==> config.mk <==
export PLATFORM = sky130hd
export DESIGN_NAME = sal_ref_ctrl
export DESIGN_NICKNAME = d
export VERILOG_FILES = /design/src/rtl/sal_ref_ctrl_pkg.sv /design/src/rtl/sal_ref_ctrl_timer.sv /design/src/rtl/sal_ref_ctrl.sv
export SDC_FILE = /design/constraint.sdc
export NUM_CORES = 1
export LEC_CHECK = 0
export CORE_MARGIN = 8
export CORE_UTILIZATION = 45
export CTS_CLUSTER_DIAMETER = 50
export DETAILED_ROUTE_END_ITERATION = 12
export PLACE_DENSITY_LB_ADDON = 0.12
export SYNTH_ARGS = -nofsm -noshare
export SYNTH_HDL_FRONTEND = slang
export SYNTH_SLANG_ARGS = --single-unit
export TNS_END_PERCENT = 1
==> constraint.sdc <==
create_clock -name clk -period 3 [get_ports clk]
set_input_delay 0.6 -clock clk [delete_from_list [all_inputs] [get_ports clk]]
set_output_delay 0.6 -clock clk [all_outputs]
set_load 0.03 [all_outputs]
==> src/rtl/sal_ref_ctrl_pkg.sv <==
// Shared types and helpers for the per-bank auto-refresh request generator.
package sal_ref_ctrl_pkg;

  typedef enum logic [1:0] {
    ST_IDLE     = 2'd0,
    ST_COUNTING = 2'd1,
    ST_OWED     = 2'd2,
    ST_URGENT   = 2'd3
  } ref_state_e;

  localparam int unsigned REFI_MIN = 2;

  // Intervals of 0 or 1 cannot be counted by a reload-at-zero counter.
  function automatic logic [31:0] eff_refi(input logic [31:0] t_refi);
    return (t_refi < REFI_MIN) ? REFI_MIN : t_refi;
  endfunction

endpackage

==> src/rtl/sal_ref_ctrl_timer.sv <==
// Auto-reloading tREFI down-counter; tick marks the last cycle of each interval.
module sal_refi_timer
  import sal_ref_ctrl_pkg::*;
#(
  parameter int REFI_WIDTH = 16
) (
  input  logic                  clk,
  input  logic                  rst_n,
  input  logic                  en_i,
  input  logic [REFI_WIDTH-1:0] t_refi_i,
  output logic                  tick_o
);

  logic [REFI_WIDTH-1:0] cnt_q, cnt_d;
  logic [REFI_WIDTH-1:0] load_val;

  assign load_val = REFI_WIDTH'(eff_refi(32'(t_refi_i)) - 32'd1);
  assign tick_o   = en_i && (cnt_q == '0);

  // Reloading on every disabled cycle makes the first tick land eff_refi-1 cycles after enable.
  always_comb begin
    cnt_d = cnt_q;
    if (!en_i || tick_o) cnt_d = load_val;
    else                 cnt_d = cnt_q - 1'b1;
  end

  always_ff @(posedge clk or negedge rst_n) begin
    if (!rst_n) cnt_q <= '0;
    else        cnt_q <= cnt_d;
  end

endmodule

==> src/rtl/sal_ref_ctrl.sv <==
// Refresh request generator: owed-refresh accounting, urgency and sticky overflow.
module sal_ref_ctrl
  import sal_ref_ctrl_pkg::*;
#(
  parameter int REFI_WIDTH = 16,
  parameter int PEND_WIDTH = 4,
  parameter int MAX_PEND   = 8,
  parameter int URGENT_TH  = 6
) (
  input  logic                  clk,
  input  logic                  rst_n,
  input  logic                  en_i,
  input  logic [REFI_WIDTH-1:0] t_refi_i,
  output logic                  ref_req_o,
  input  logic                  ref_gnt_i,
  output logic                  urgent_o,
  output logic [PEND_WIDTH-1:0] pend_cnt_o,
  output logic                  overflow_o,
  output ref_state_e            state_o
);

  logic                  tick;
  logic                  vgnt;
  logic [PEND_WIDTH-1:0] pend_q, pend_d;
  logic                  ovf_q, ovf_d;
  logic                  en_q;

  sal_refi_timer #(.REFI_WIDTH(REFI_WIDTH)) u_timer (
    .clk      (clk),
    .rst_n    (rst_n),
    .en_i     (en_i),
    .t_refi_i (t_refi_i),
    .tick_o   (tick)
  );

  // A grant with nothing owed is ignored so pend never underflows.
  assign vgnt = ref_gnt_i && (pend_q != '0);

  always_comb begin
    pend_d = pend_q;
    ovf_d  = ovf_q;
    if (!en_i) begin
      pend_d = '0;
    end else if (tick && !vgnt) begin
      if (pend_q == PEND_WIDTH'(MAX_PEND)) ovf_d  = 1'b1;
      else                                 pend_d = pend_q + 1'b1;
    end else if (!tick && vgnt) begin
      pend_d = pend_q - 1'b1;
    end
  end

  always_ff @(posedge clk or negedge rst_n) begin
    if (!rst_n) begin
      pend_q <= '0;
      ovf_q  <= 1'b0;
      en_q   <= 1'b0;
    end else begin
      pend_q <= pend_d;
      ovf_q  <= ovf_d;
      en_q   <= en_i;
    end
  end

  assign ref_req_o  = (pend_q != '0);
  assign urgent_o   = (pend_q >= PEND_WIDTH'(URGENT_TH));
  assign pend_cnt_o = pend_q;
  assign overflow_o = ovf_q;

  // Operating state is a pure decode of registered en and pend.
  always_comb begin
    state_o = ST_COUNTING;
    if (!en_q)         state_o = ST_IDLE;
    else if (urgent_o) state_o = ST_URGENT;
    else if (ref_req_o) state_o = ST_OWED;
  end

endmodule
### Word level (Yosys, flattened, before mapping)

Cells that the tools add are included.

| storage, ports and cells | value |
|---|---|
| bits in registers | 22 |
| input port bits | 20 |
| output and inout port bits | 9 |
| word-level logic and storage cells | 34 |

| cells by class | value |
|---|---|
| add/sub/neg operators | 4 |
| order comparisons | 2 |
| eq/ne operators | 3 |
| muxes and demuxes | 9 |
| reduce and logical (&&, ||, !) cells | 12 |

Operators by type and width:

| operator | number |
|---|---|
| 2-to-1 mux 16 bit | 2 |
| subtractor 16 x 1 -> 16 bit (second input constant) | 2 |
| zero test 16 bit | 1 |
| < comparator 16 x 2 -> 1 bit (second input constant) | 1 |
| 2-to-1 mux 4 bit | 4 |
| 2-to-1 mux 2 bit | 3 |
| adder 4 x 1 -> 4 bit (second input constant) | 1 |
| equality test 4 bit (second input constant) | 1 |
| greater-or-equal comparator 4 x 3 -> 1 bit (second input constant) | 1 |
| logical AND 1 bit | 4 |
| nonzero test 4 bit | 1 |
| subtractor 4 x 1 -> 4 bit (second input constant) | 1 |
| zero test 1 bit | 3 |
| inequality test 3 x 1 -> 1 bit (second input constant) | 1 |
| inequality test 3 bit (second input constant) | 1 |
| AND reduction 3 bit | 1 |
| AND reduction 2 bit | 1 |
| logical OR 1 bit | 1 |

### Logic depth before layout (Yosys ltp)

Gate-level depths: netlist of the first run.

| logic depth | value |
|---|---|
| word-level depth | 7 |
| gate-level depth with buffers | 13 |
| gate-level depth less buffers | 10 |

### Hierarchy

Synthesis of the first run repeated with hierarchy kept, for this count alone.

| unflattened totals | value |
|---|---|
| cell total of the unflattened synthesis | 170 |
| area total of the unflattened synthesis | 1,587.8 um2 |

By module, submodules not included:

| module | instances | cells an instance | area an instance (um2) | seq. area each (um2) |
|---|---|---|---|---|
| sal_refi_timer | 1 | 125 | 1,163.6 | 400.4 |
| sal_ref_ctrl | 1 | 45 | 424.2 | 150.1 |

### Worst setup path before layout of the first run

No wires, ideal clock.

| path | value |
|---|---|
| kind | input-to-reg |
| start | in t_refi_i[12] |
| end | reg u_timer.cnt_q[12] |
| setup time | 0.077 ns |
| data arrival time | 3.125 ns |
| data required time | 2.923 ns |
| slack | -0.203 ns |
| stages on the path | 11 |
| path buffers | 1 |
| cells stage by stage | or4_1 -> and4bb_2 -> nand2_1 -> o21a_1 -> mux2i_1 -> ha_1 -> clkbuf_1 -> nand3_1 -> or4_1 -> xor2_1 -> a21oi_1 |

| between the ends | value |
|---|---|
| word-level cells in the longest chain between the ends | 4 |

Ends and longest elaborated chain:

| element | RTL line | RTL |
|---|---|---|
| start, declared | sal_ref_ctrl.sv:13 | `input logic [REFI_WIDTH-1:0] t_refi_i,` |
| < comparator 16 x 2 -> 1 bit | sal_ref_ctrl_pkg.sv:15 | `return (t_refi < REFI_MIN) ? REFI_MIN : t_refi;` |
| 2-to-1 mux 16 bit (*) | sal_ref_ctrl_pkg.sv:15 |  |
| subtractor 16 x 1 -> 16 bit (*) | sal_ref_ctrl_timer.sv:17 | `assign load_val = REFI_WIDTH'(eff_refi(32'(t_refi_i)) - 32'd1);` |
| 2-to-1 mux 16 bit (*) | sal_ref_ctrl_timer.sv:23 | `if (!en_i \|\| tick_o) cnt_d = load_val;` |
| net u_timer.cnt_d[12] | sal_ref_ctrl_timer.sv:14 | `logic [REFI_WIDTH-1:0] cnt_q, cnt_d;` |
| end signal, assigned | sal_ref_ctrl_timer.sv:29 | `else cnt_q <= cnt_d;` |
| end, declared | sal_ref_ctrl_timer.sv:14 |  |

Mark *: on every way through the listed nets, which the timed path passes. The rest lies on a longest branch.
A chain may end at the register's enable or synchronous reset.

### Worst setup path in the final report of the first run

| path | value |
|---|---|
| start | reg pend_q[2], in the netlist pend_cnt_o[2] |
| end | reg pend_q[3], in the netlist pend_cnt_o[3] |

| between the ends | value |
|---|---|
| word-level cells in the longest chain between the ends | 6 |
| elaborated cells on any way between the ends | 15 |
| classes of those cells | add/sub (2); eq/ne (3); mux (4); reduce/logical (6) |

Ends and longest elaborated chain:

| element | RTL line | RTL |
|---|---|---|
| start, declared | sal_ref_ctrl.sv:24 | `logic [PEND_WIDTH-1:0] pend_q, pend_d;` |
| start signal, assigned | sal_ref_ctrl.sv:58 | `pend_q <= pend_d;` |
| branches (longest 6 deep; another with subtractor 4 x 1 -> 4 bit) | -- |  |

Parallel ways; which one is timed is not known. The select of a mux whose other input is x is not followed.

==> qor.yml, run 1 <==
run:
  maxCapViolations: 0
timing:
  hold_violations: 0
  rsz0062_at_grt: "false"
  maxSlewViolCount: 0
  setup_viol: 0
  worst_pin_slew_ps: 517
  fmax_mhz: 347
  setup_ws_ps: 120
  finalCritPeriodShare_pct: 96.0
  skew_ps: 2.19
  slew_headroom_pct: 65.4
  fin_crit_ps: 2880
  holdWs_ps: 479
setup_path:
  worstRegToRegCells: 10
  endpoint_kind: "register"
  crit_required_ps: 3210
  crit_arrival_ps: 3090
  cp_slowest_stage_delay_ps: 450
  cp_max_fo: 5
  worstSetupStartpointType: "register"
  rr_startpoint: "pend_cnt_o[2]$_DFFE_PN0P_"
  worst-r2r-setup-slack_ps: 120
  cp_slowest_cell: "dfrtp_2"
  rr_endpoint: "pend_cnt_o[3]$_DFFE_PN0P_"
  worst-setup-path-type: "reg -> reg"
  crit_path_cell_trace: "or3_1 > or2_4 > nand2_1 > nand3_2 > ha_1 > a21o_1 > a21oi_1 > or4_1 > and3_1 > o31a_1"
cts:
  cts_tree: "built"
  h-tree-depth: 1
  ctsHoldBuffers: 0
  cts-root-buf: "clkbuf_4"
  clk_pin_slew_ps: 120
  clockBufferDepth: 2
  cts_buffers: 3
  insertion_delay_ps: 310
  clock-sinks: 22
floorplanning:
  dieHeight_um: 74.3
  io_pins: 29
  row_count: 21
  start_util_pct: 46.2
  die-area_mm2: 0.00552
  fp.dieW_um: 74.3
  core_area_mm2: 0.00331
power:
  p_per_area_mw_per_mm2: 597
  finalPower_mw: 1.31
  max-vdd-ir-drop_v: 0.000230
  leakagePower_nw: 0.856
yosys:
  synthFlopType: "dfrtp_1"
  yosysTopAreaCell: "dfrtp_1"
  ys_seq_elements: 22
  ys_seq_area_share_pct: 36.0
  ys_warn_count: 0
  synth-edff-count: 0
  synth_nets: 193
  ys_types: 40
  syn_inst: 169
  yosysTopAreaCellShare_pct: 36.0
  syn_area_mm2: 0.00153
  syn_area_per_cell_um2: 9.05
  ys_async_sr_fraction_pct: 100
  synth.area.top_cells: "dfrtp_1, xnor2_1, mux2i_1"
  synth.most_common_cell: "dfrtp_1"
  yosys-top-cells-count: "dfrtp_1, nand2_1, nor2_1"
min_path:
  min_path_type: "reg -> reg"
  hold_depth: 1
  min_to: "overflow_o$_DFFE_PN0P_"
  worstHoldStart: "overflow_o$_DFFE_PN0P_"
cells_and_area:
  fillers: 303
  layout.nets: 254
  final_cells: 275
  fin_area_mm2: 0.00220
  diodes: 0
  area_delta_synth_final_pct: 43.7
  final_layout_size_suffix_gt1_share_pct: 25.8
global_routing:
  grt-ovfl-total: 0
  grt_pass1_wl_um: 6510
  grt_usage_pct: 15.1
  grt_pass1_vias: 1520
  grt_max_degree: 25
  antenna_found_initial: 0
placement:
  dpl_cell_area_mm2: 0.00206
  place.gp.congestion: 0.809
  pre_cts_ws_ps: -419
  numPortBuffers: 28
  dp.cells: 265
  hpwl_um: 3060
routing:
  drt-pass1-iter-count: 4
  drtAntennaViolNets: 0
  post_drt_via_cell_ratio: 5.56
  vias: 1529
  drt-total-wl_um: 3910
  drtIter0Drc: 91
  wire_per_inst_um: 14.2
  drc_errors: 0
status:
  status: "finished, final reports clean"
==> cell usage in the layout, fill, tap and decap left out, types with 2 or more instances in the layout <==
master           synthesis  layout
clkdlybuf4s15_1          0       2
mux2i_1                  8       8
nand2_1                 17      16
xnor2_1                 10       9
or4_4                    0       2
nor3_1                  10       9
or4_1                    5       3
and3_1                   2       2
nand3b_1                 2       2
nor4_4                   2       2
a21o_1                   2       2
dfrtp_2                  0       3
nor2_1                  14      13
dfrtp_1                 22      19
o31ai_1                  4       3
buf_4                    0      31
inv_1                    2       2
a21oi_1                 10      10
xor2_1                   7       7
nor4_1                   5       4
clkbuf_4                 0       3
a211oi_1                 2       2
clkdlybuf4s50_1          0      24
ha_1                     3       2
nand3_2                  1       3
o21a_1                   3       3
o21ai_0                  7       7
or3_1                    3       3
o31a_1                   4       4
buf_6                    0       3
dlygate4sd2_1            0       2
==> kinds of logic after synthesis <==
group	Yosys count	share of synthesized area, %
AOI/OAI and AO/OA	38	16.4
and+or+nand+nor	71	26.0
xor gates and xnor gates	17	9.73
muxes	9	5.97
buffers and inverters	8	2.21
DFF	22	36.0
adders and majority gates	4	3.76
==> routing by layer <==
metal	global-route usage (%)	vias to the layer above	share of wire, %
met5	0	-	0
met4	10.4	0	3.4
met3	2.02	10	5.2
met2	26.8	54	50
met1	16.2	720	41
li1	-	745	-
==> cell type report <==
type / instances / area [µm²] / share of cell area [%]
Sequential cell: 22 / 554 / 25.2
Timing Repair Buffer: 62 / 544 / 24.7
Tap cell: 46 / 57.6 / 2.62
Multi-Input combinational cell: 139 / 1010 / 45.9
Inverter: 2 / 7.51 / 0.341
Clock buffer: 4 / 26.3 / 1.19
==> worst max-delay path: cells and delay by family, from the launching register on <==
| kind | cells | cell delay (ps) |
|---|---|---|
| compound gates | 3 | 510 |
| flops | 1 | 450 |
| fa+ha+maj | 1 | 310 |
| simple gates | 6 | 1510 |
==> registers in the layout (all words and copies together) (netlist names) <==
| register | cells |
|---|---|
| u_timer.cnt_q | 16 |
| overflow_o | 1 |
| en_q | 1 |
| pend_cnt_o | 4 |
==> per-stage QoR <==
step           util (%)  setup TNS (ps)
4_1_cts            63.9               0
6_report           66.4               0
2_1_floorplan         -           -47.2
5_1_grt            66.4               0
3_3_place_gp       62.3           -1540
3_5_place_dp       62.3           -1850
==> repair_timing <==
item,CTS,global route
pin swaps,5,8
setup endpoints to repair,3,4
gates cloned,0,0
setup buffers,1,5
resized for setup,10,11
==> power breakdown <==
| part | switching [mW] | total, mW | internal (mW) |
|---|---|---|---|
| combinational | 0.383 | 0.747 | 0.364 |
| sequential | 0.0716 | 0.425 | 0.354 |
| clock | 0.0887 | 0.141 | 0.0520 |
==> worst max-delay path by stage <==
stage	end	start	slack, ps	depth (start not counted)
final	pend_cnt_o[3]$_DFFE_PN0P_	pend_cnt_o[2]$_DFFE_PN0P_	120	10
after global routing	u_timer.cnt_q[12]$_DFF_PN0_	t_refi_i[9]	30	11
after CTS	u_timer.cnt_q[12]$_DFF_PN0_	t_refi_i[12]	50	11
after detailed placement	u_timer.cnt_q[12]$_DFF_PN0_	t_refi_i[12]	-420	11
after global placement	u_timer.cnt_q[12]$_DFF_PN0_	t_refi_i[12]	-360	11
after floorplan	u_timer.cnt_q[12]$_DFF_PN0_	t_refi_i[12]	-50	11
No activity file was read; power rests on OpenSTA's default activity.
==> run 2: changes to the inputs <==
--- a/config.mk
+++ b/config.mk
@@ -9,7 +9,7 @@
 export CORE_UTILIZATION = 45
 export CTS_CLUSTER_DIAMETER = 50
 export DETAILED_ROUTE_END_ITERATION = 12
-export PLACE_DENSITY_LB_ADDON = 0.12
+export PLACE_DENSITY = 0.71
 export SYNTH_ARGS = -nofsm -noshare
 export SYNTH_HDL_FRONTEND = slang
 export SYNTH_SLANG_ARGS = --single-unit
==> constraint.sdc (replaced) <==
create_clock -name clk -period 2.73 [get_ports clk]
set_input_delay 0.546 -clock clk [delete_from_list [all_inputs] [get_ports clk]]
set_output_delay 0.546 -clock clk [all_outputs]
set_load 0.03 [all_outputs]
==> qor.yml, run 2 (synthesized netlist as in run 1, its figures left out) <==
floorplanning:
  row_count: 21  # unchanged
  dieHeight_um: 74.3  # unchanged
  fp.dieW_um: 74.3  # unchanged
  die-area_mm2: 0.00552  # unchanged
  core_area_mm2: 0.00331  # unchanged
  start_util_pct: 46.2  # unchanged
  io_pins: 29  # unchanged
timing:
  finalCritPeriodShare_pct: 103
  setup_ws_ps: -69.4  # was 120 ps
  maxSlewViolCount: 0  # unchanged
  setup_viol: 2  # was 0
  fin_crit_ps: 2800
  skew_ps: 2.52  # was 2.19 ps
  worst_pin_slew_ps: 409  # was 517 ps
  hold_violations: 0  # unchanged
  rsz0062_at_grt: "true"  # was false
  fin_setup_tns_ps: -77.5  # was 0 ps
  fmax_mhz: 357
  slew_headroom_pct: 72.4  # was 65.4%
routing:
  drt-total-wl_um: 4830  # was 3910 µm
  post_drt_via_cell_ratio: 5.52  # was 5.56
  vias: 1694  # was 1529
  wire_per_inst_um: 15.7  # was 14.2 µm
  drtAntennaViolNets: 0  # unchanged
  drt-pass1-iter-count: 4  # unchanged
  drtIter0Drc: 130  # was 91
  drc_errors: 0  # unchanged
cells_and_area:
  fin_area_mm2: 0.00253  # was 0.00220 mm²
  post-route-util_pct: 76.6  # was 66.4%
  final_cells: 307  # was 275
  largest_register: "u_timer.cnt_q"  # unchanged
  layout.nets: 286  # was 254
  largest_register_ffs: 16  # unchanged
  diodes: 0  # unchanged
  fillers: 232  # was 303
  final_layout_size_suffix_gt1_share_pct: 39.8  # was 25.8%
  final_common_cell: "buf_4"  # unchanged
  area_delta_synth_final_pct: 65.7  # was 43.7%
  layout_common_cells: "buf_4, clkdlybuf4s50_1, dfrtp_1"  # unchanged
power:
  max-vdd-ir-drop_v: 0.000331  # was 0.000230 V
  finalPower_mw: 1.62  # was 1.31 mW
  p_clk_share_pct: 9.6  # was 10.7%
  p_per_area_mw_per_mm2: 639  # was 597 mW/mm²
  power.switching_mw: 0.668  # was 0.544 mW
  internal_power_mw: 0.952  # was 0.769 mW
  leakagePower_nw: 1.06  # was 0.856 nW
  combPwrFrac_pct: 63.2  # was 56.9%
  swShare_pct: 41.2  # was 41.4%
  power_frac_seq_pct: 27.2  # was 32.4%
setup_path:
  cp_max_fo: 2  # was 5
  crit_arrival_ps: 3000  # was 3090 ps
  worst-setup-path-type: "in -> reg"  # was reg -> reg
  worstRegToRegCells: 15  # was 10
  crit_required_ps: 2930  # was 3210 ps
  endpoint_kind: "register"  # unchanged
  worst-r2r-setup-slack_ps: -20  # was 120 ps
  rr_endpoint: "u_timer.cnt_q[10]$_DFF_PN0_"  # was pend_cnt_o[3]$_DFFE_PN0P_
  rr_startpoint: "u_timer.cnt_q[3]$_DFF_PN0_"  # was pend_cnt_o[2]$_DFFE_PN0P_
  worstSetupStartpointType: "primary input"  # was register
cts:
  clock-sinks: 22  # unchanged
  cts_buffers: 3  # unchanged
  h-tree-depth: 1  # unchanged
  ctsHoldBuffers: 0  # unchanged
  clockBufferDepth: 2  # unchanged
  insertion_delay_ps: 310  # about the same
  cts_tree: "built"  # unchanged
  clk_pin_slew_ps: 120  # about the same
  cts-root-buf: "clkbuf_4"  # unchanged
placement:
  hpwl_um: 3180  # was 3060 µm
  dpl_cell_area_mm2: 0.00218  # was 0.00206 mm²
  numPortBuffers: 28  # unchanged
  dp.cells: 281  # was 265
  place.gp.congestion: 0.798  # was 0.809
status:
  status: "complete, but fails checks"  # was finished, final reports clean
  violations: "negative setup slack"
global_routing:
  grt_max_degree: 23  # was 25
  grt_usage_pct: 17.5  # was 15.1%
  antenna_found_initial: 0  # unchanged
  grt_pass1_vias: 1676  # was 1520
  grt_pass1_wl_um: 7460  # was 6510 µm
  grt-ovfl-total: 0  # unchanged
run:
  maxCapViolations: 0  # unchanged
min_path:
  worstHoldStart: "overflow_o$_DFFE_PN0P_"  # unchanged
  min_path_type: "reg -> reg"  # unchanged
  hold_depth: 1  # unchanged
  min_to: "overflow_o$_DFFE_PN0P_"  # unchanged
run 2: cell count changes in the layout (fill, tap and decap cells not counted), sizes merged:
cell | before | now
buf | 34 | 69
clkdlybuf4s50 | 24 | 20
dlymetal6s2s | 0 | 3
dlygate4sd2 | 2 | 1
clkdlybuf4s15 | 2 | 1
run 2: worst max-delay path by stage:
stage	from	end	slack, ps	cells after the start
finish	t_refi_i[12]	u_timer.cnt_q[10]$_DFF_PN0_	-70	14
global route	u_timer.cnt_q[3]$_DFF_PN0_	u_timer.cnt_q[10]$_DFF_PN0_	-150	15
CTS	t_refi_i[12]	u_timer.cnt_q[12]$_DFF_PN0_	-60	11
detailed placement	t_refi_i[12]	u_timer.cnt_q[12]$_DFF_PN0_	-740	11
global placement	t_refi_i[12]	u_timer.cnt_q[12]$_DFF_PN0_	-630	11
floorplan	t_refi_i[12]	u_timer.cnt_q[12]$_DFF_PN0_	-260	11
run 2: repair_timing:
action                     in CTS  in global routing
setup endpoints to repair       8                  8
gates resized for setup        35                 19
pin swaps                      11                 21
buffers inserted               20                  4
run 2: power by group through the flow:
stage | clock, mW | combinational, mW | sequential [mW]
floorplan | 0 | 0.435 | 0.514
global placement | 0 | 0.869 | 0.440
detailed placement | 0 | 0.905 | 0.445
CTS | 0.161 | 0.986 | 0.437
global route | 0.172 | 1.09 | 0.445
finish | 0.155 | 1.02 | 0.440
run 2: through the flow:
stage / hold WS (ps) / setup WS, ps
after global placement: 445 / -626
after global routing: 513 / -148
after detailed placement: 448 / -739
after CTS: 475 / -56.6
final: 471 / -69.4
after floorplan: 250 / -263
run 2: layout make-up:
cell class,instances,area (µm²),area share [%]
Multi-Input combinational cell,139,1090,43.1
Sequential cell,22,554,21.9
Inverter,2,7.51,0.296
Timing Repair Buffer,94,796,31.4
Tap cell,46,57.6,2.27
Clock buffer,4,26.3,1.04
run 2: metal layers:
layer  wire, µm  global-route usage (%)
met5          0                       0
met4        197                    9.13
met3        239                    2.70
met2       2450                    32.3
met1       1940                    18.5
run 2: worst max-delay path, cell delays in order:
cell	delay, ps
buf_6	100
or4_4	520
and4bb_2	320
nand2_2	60
o21a_1	190
mux2i_2	190
ha_2	240
nand3_2	80
buf_4	140
buf_4	120
buf_4	130
nor2_4	120
xnor2_2	160
a21oi_2	70
==> run 3: changes to the inputs <==
--- a/config.mk
+++ b/config.mk
@@ -6,10 +6,9 @@
 export NUM_CORES = 1
 export LEC_CHECK = 0
 export CORE_MARGIN = 8
-export CORE_UTILIZATION = 45
+export CORE_UTILIZATION = 35
 export CTS_CLUSTER_DIAMETER = 50
 export DETAILED_ROUTE_END_ITERATION = 12
-export PLACE_DENSITY = 0.71
 export SYNTH_ARGS = -nofsm -noshare
 export SYNTH_HDL_FRONTEND = slang
 export SYNTH_SLANG_ARGS = --single-unit
==> qor.yml, run 3 (synthesized netlist as in run 1, its figures left out) <==
setup_path:
  rr_endpoint: "pend_cnt_o[3]$_DFFE_PN0P_"  # was u_timer.cnt_q[10]$_DFF_PN0_
  cp_slowest_cell: "or4_4"  # unchanged
  worstSetupStartpointType: "primary input"  # unchanged
  cp_slowest_stage_delay_ps: 530  # was 520 ps
  crit_arrival_ps: 3000  # about the same
  worstRegToRegCells: 10  # was 15
  cp_max_fo: 3  # was 2
  crit_top_cell: "or4_4"  # was buf_4
  endpoint_kind: "register"  # unchanged
  crit_required_ps: 2920  # was 2930 ps
  worst-setup-path-type: "in -> reg"  # unchanged
  rr_startpoint: "pend_cnt_o[2]$_DFFE_PN0P_"  # was u_timer.cnt_q[3]$_DFF_PN0_
  worstSetupEndpoint: "u_timer.cnt_q[12]$_DFF_PN0_"  # was u_timer.cnt_q[10]$_DFF_PN0_
  worst-r2r-setup-slack_ps: 0  # was -20 ps
  startpoint: "t_refi_i[10]"  # was t_refi_i[12]
  crit_path_cell_trace: "buf_6 > or4_4 > and4bb_2 > nand2_2 > o21a_1 > mux2i_2 > ha_2 > nand3_2 > or4_4 > xor2_1 > a21oi_1"  # was buf_6 > or4_4 > and4bb_2 > nand2_2 > o21a_1 > mux2i_2 > ha_2 > nand3_2 > buf_4 > buf_4 > buf_4 > nor2_4 > xnor2_2 > a21oi_2
global_routing:
  grt_pass1_wl_um: 7090  # was 7460 µm
  antenna_found_initial: 0  # unchanged
  grt-ovfl-total: 0  # unchanged
  grt_max_degree: 24  # was 23
  grt_usage_pct: 13.3  # was 17.5%
  grt_pass1_vias: 1597  # was 1676
status:
  status: "complete, but fails checks"  # unchanged
  violations: "negative setup slack"  # unchanged
cells_and_area:
  area_delta_synth_final_pct: 55.4  # was 65.7%
  diodes: 0  # unchanged
  final_layout_size_suffix_gt1_share_pct: 33.9  # was 39.8%
  fillers: 369  # was 232
  seq_area_um2: 554  # unchanged
  layout.nets: 270  # was 286
  layout_common_cells: "buf_4, clkdlybuf4s50_1, dfrtp_1"  # unchanged
  final_common_cell: "buf_4"  # unchanged
  largest_register_ffs: 16  # unchanged
  fin_area_mm2: 0.00238  # was 0.00253 mm²
  largest_register: "u_timer.cnt_q"  # unchanged
  multi_input_area_mm2: 0.00103  # was 0.00109 mm²
routing:
  drt-pass1-iter-count: 4  # unchanged
  drc_errors: 0  # unchanged
  drt-total-wl_um: 4140  # was 4830 µm
  vias: 1580  # was 1694
  drtIter0Drc: 85  # was 130
  routed-wl-met3_um: 224  # was 239 µm
  wire_per_inst_um: 13.9  # was 15.7 µm
  met1_length_um: 1810  # was 1940 µm
  post_drt_via_cell_ratio: 5.32  # was 5.52
  drtAntennaViolNets: 0  # unchanged
  top_layer: "met4"  # unchanged
  wl_met2_um: 2030  # was 2450 µm
placement:
  dpl_cell_area_mm2: 0.00218  # unchanged
  hpwl_um: 3120  # was 3180 µm
  numPortBuffers: 28  # unchanged
  place.gp.congestion: 0.785  # was 0.798
floorplanning:
  core_area_mm2: 0.00429  # was 0.00331 mm²
  row_count: 24  # was 21
  start_util_pct: 35.6  # was 46.2%
  dieHeight_um: 82.1  # was 74.3 µm
  die-area_mm2: 0.00674  # was 0.00552 mm²
  io_pins: 29  # unchanged
  fp.dieW_um: 82.1  # was 74.3 µm
timing:
  rsz0062_at_grt: "true"  # unchanged
  fin_crit_ps: 2810  # was 2800 ps
  worst_pin_slew_ps: 478  # was 409 ps
  fmax_mhz: 356  # was 357 MHz
  finalCritPeriodShare_pct: 103  # about the same
  hold_violations: 0  # unchanged
  setup_ws_ps: -80.3  # was -69.4 ps
  setup_viol: 3  # was 2
  slew_headroom_pct: 67.2  # was 72.4%
  skew_ps: 4.63  # was 2.52 ps
  maxSlewViolCount: 0  # unchanged
cts:
  h-tree-depth: 1  # unchanged
  ctsHoldBuffers: 0  # unchanged
  cts_buffers: 3  # unchanged
  clock-sinks: 22  # unchanged
  cts_tree: "built"  # unchanged
  insertion_delay_ps: 260  # was 310 ps
  cts-root-buf: "clkbuf_8"  # was clkbuf_4
  clk_pin_slew_ps: 80  # was 120 ps
  clockBufferDepth: 2  # unchanged
min_path:
  hold_depth: 1  # unchanged
  worstHoldStart: "overflow_o$_DFFE_PN0P_"  # unchanged
  min_path_type: "reg -> reg"  # unchanged
power:
  max-vdd-ir-drop_v: 0.000461  # was 0.000331 V
  finalPower_mw: 1.58  # was 1.62 mW
  leakagePower_nw: 0.966  # was 1.06 nW
  p_per_area_mw_per_mm2: 664  # was 639 mW/mm²
run:
  maxCapViolations: 0  # unchanged
## run 3: final cells by class
cell class                 instances  share of cell area, %
clock buffer                       4                   1.89
inverter                           2                  0.316
multi-input combinational        139                   43.3
sequential                        22                   23.3
tap                               52                   2.74
timing repair buffer              78                   28.4
## run 3: how the worst min path moves through the flow
stage / endpoint / slack [ps]
after floorplan: en_q$_DFF_PN0_ / 250
after global placement: overflow_o$_DFFE_PN0P_ / 440
after detailed placement: overflow_o$_DFFE_PN0P_ / 450
after CTS: overflow_o$_DFFE_PN0P_ / 470
after global routing: overflow_o$_DFFE_PN0P_ / 490
final: overflow_o$_DFFE_PN0P_ / 460
## run 3: worst max-delay path, delay by kind of cell
family,cells,cell delay [ps]
and+or+nand+nor,5,1430
AOI/OAI and AO/OA,2,340
muxes,1,190
xor gates and xnor gates,1,150
adders and majority gates,1,250
buffers and inverters,1,90
## run 3: what timing repair did
action                     4_1_cts  5_1_grt
setup endpoints to repair        8        8
gates cloned                     0        0
setup buffers                    7        1
resized for setup               31       12
pin swaps                       10       11
## run 3: through the flow
| step | hold WS [ps] | util (%) | instances | worst slack, ps | TNS, ps |
|---|---|---|---|---|---|
| floorplan | 250 | - | 169 | -263 | -700 |
| global placement | 444 | 50.8 | 286 | -613 | -3110 |
| detailed placement | 454 | 50.8 | 286 | -689 | -3620 |
| CTS | 471 | 54.4 | 297 | -136 | -276 |
| global route | 492 | 55.4 | 297 | -160 | -521 |
| finish | 461 | 55.4 | 297 | -80.3 | -152 |
## run 3: where the power goes
| group | switching, mW | internal (mW) |
|---|---|---|
| clock network | 0.105 | 0.104 |
| logic | 0.461 | 0.464 |
| registers | 0.0550 | 0.388 |
| total | 0.622 | 0.957 |
## run 3: layer usage
metal | vias to the layer above | global-route usage [%]
met5 | - | 0
li1 | 785 | -
met4 | 0 | 5.79
met3 | 5 | 1.95
met2 | 48 | 22.7
met1 | 742 | 16.2
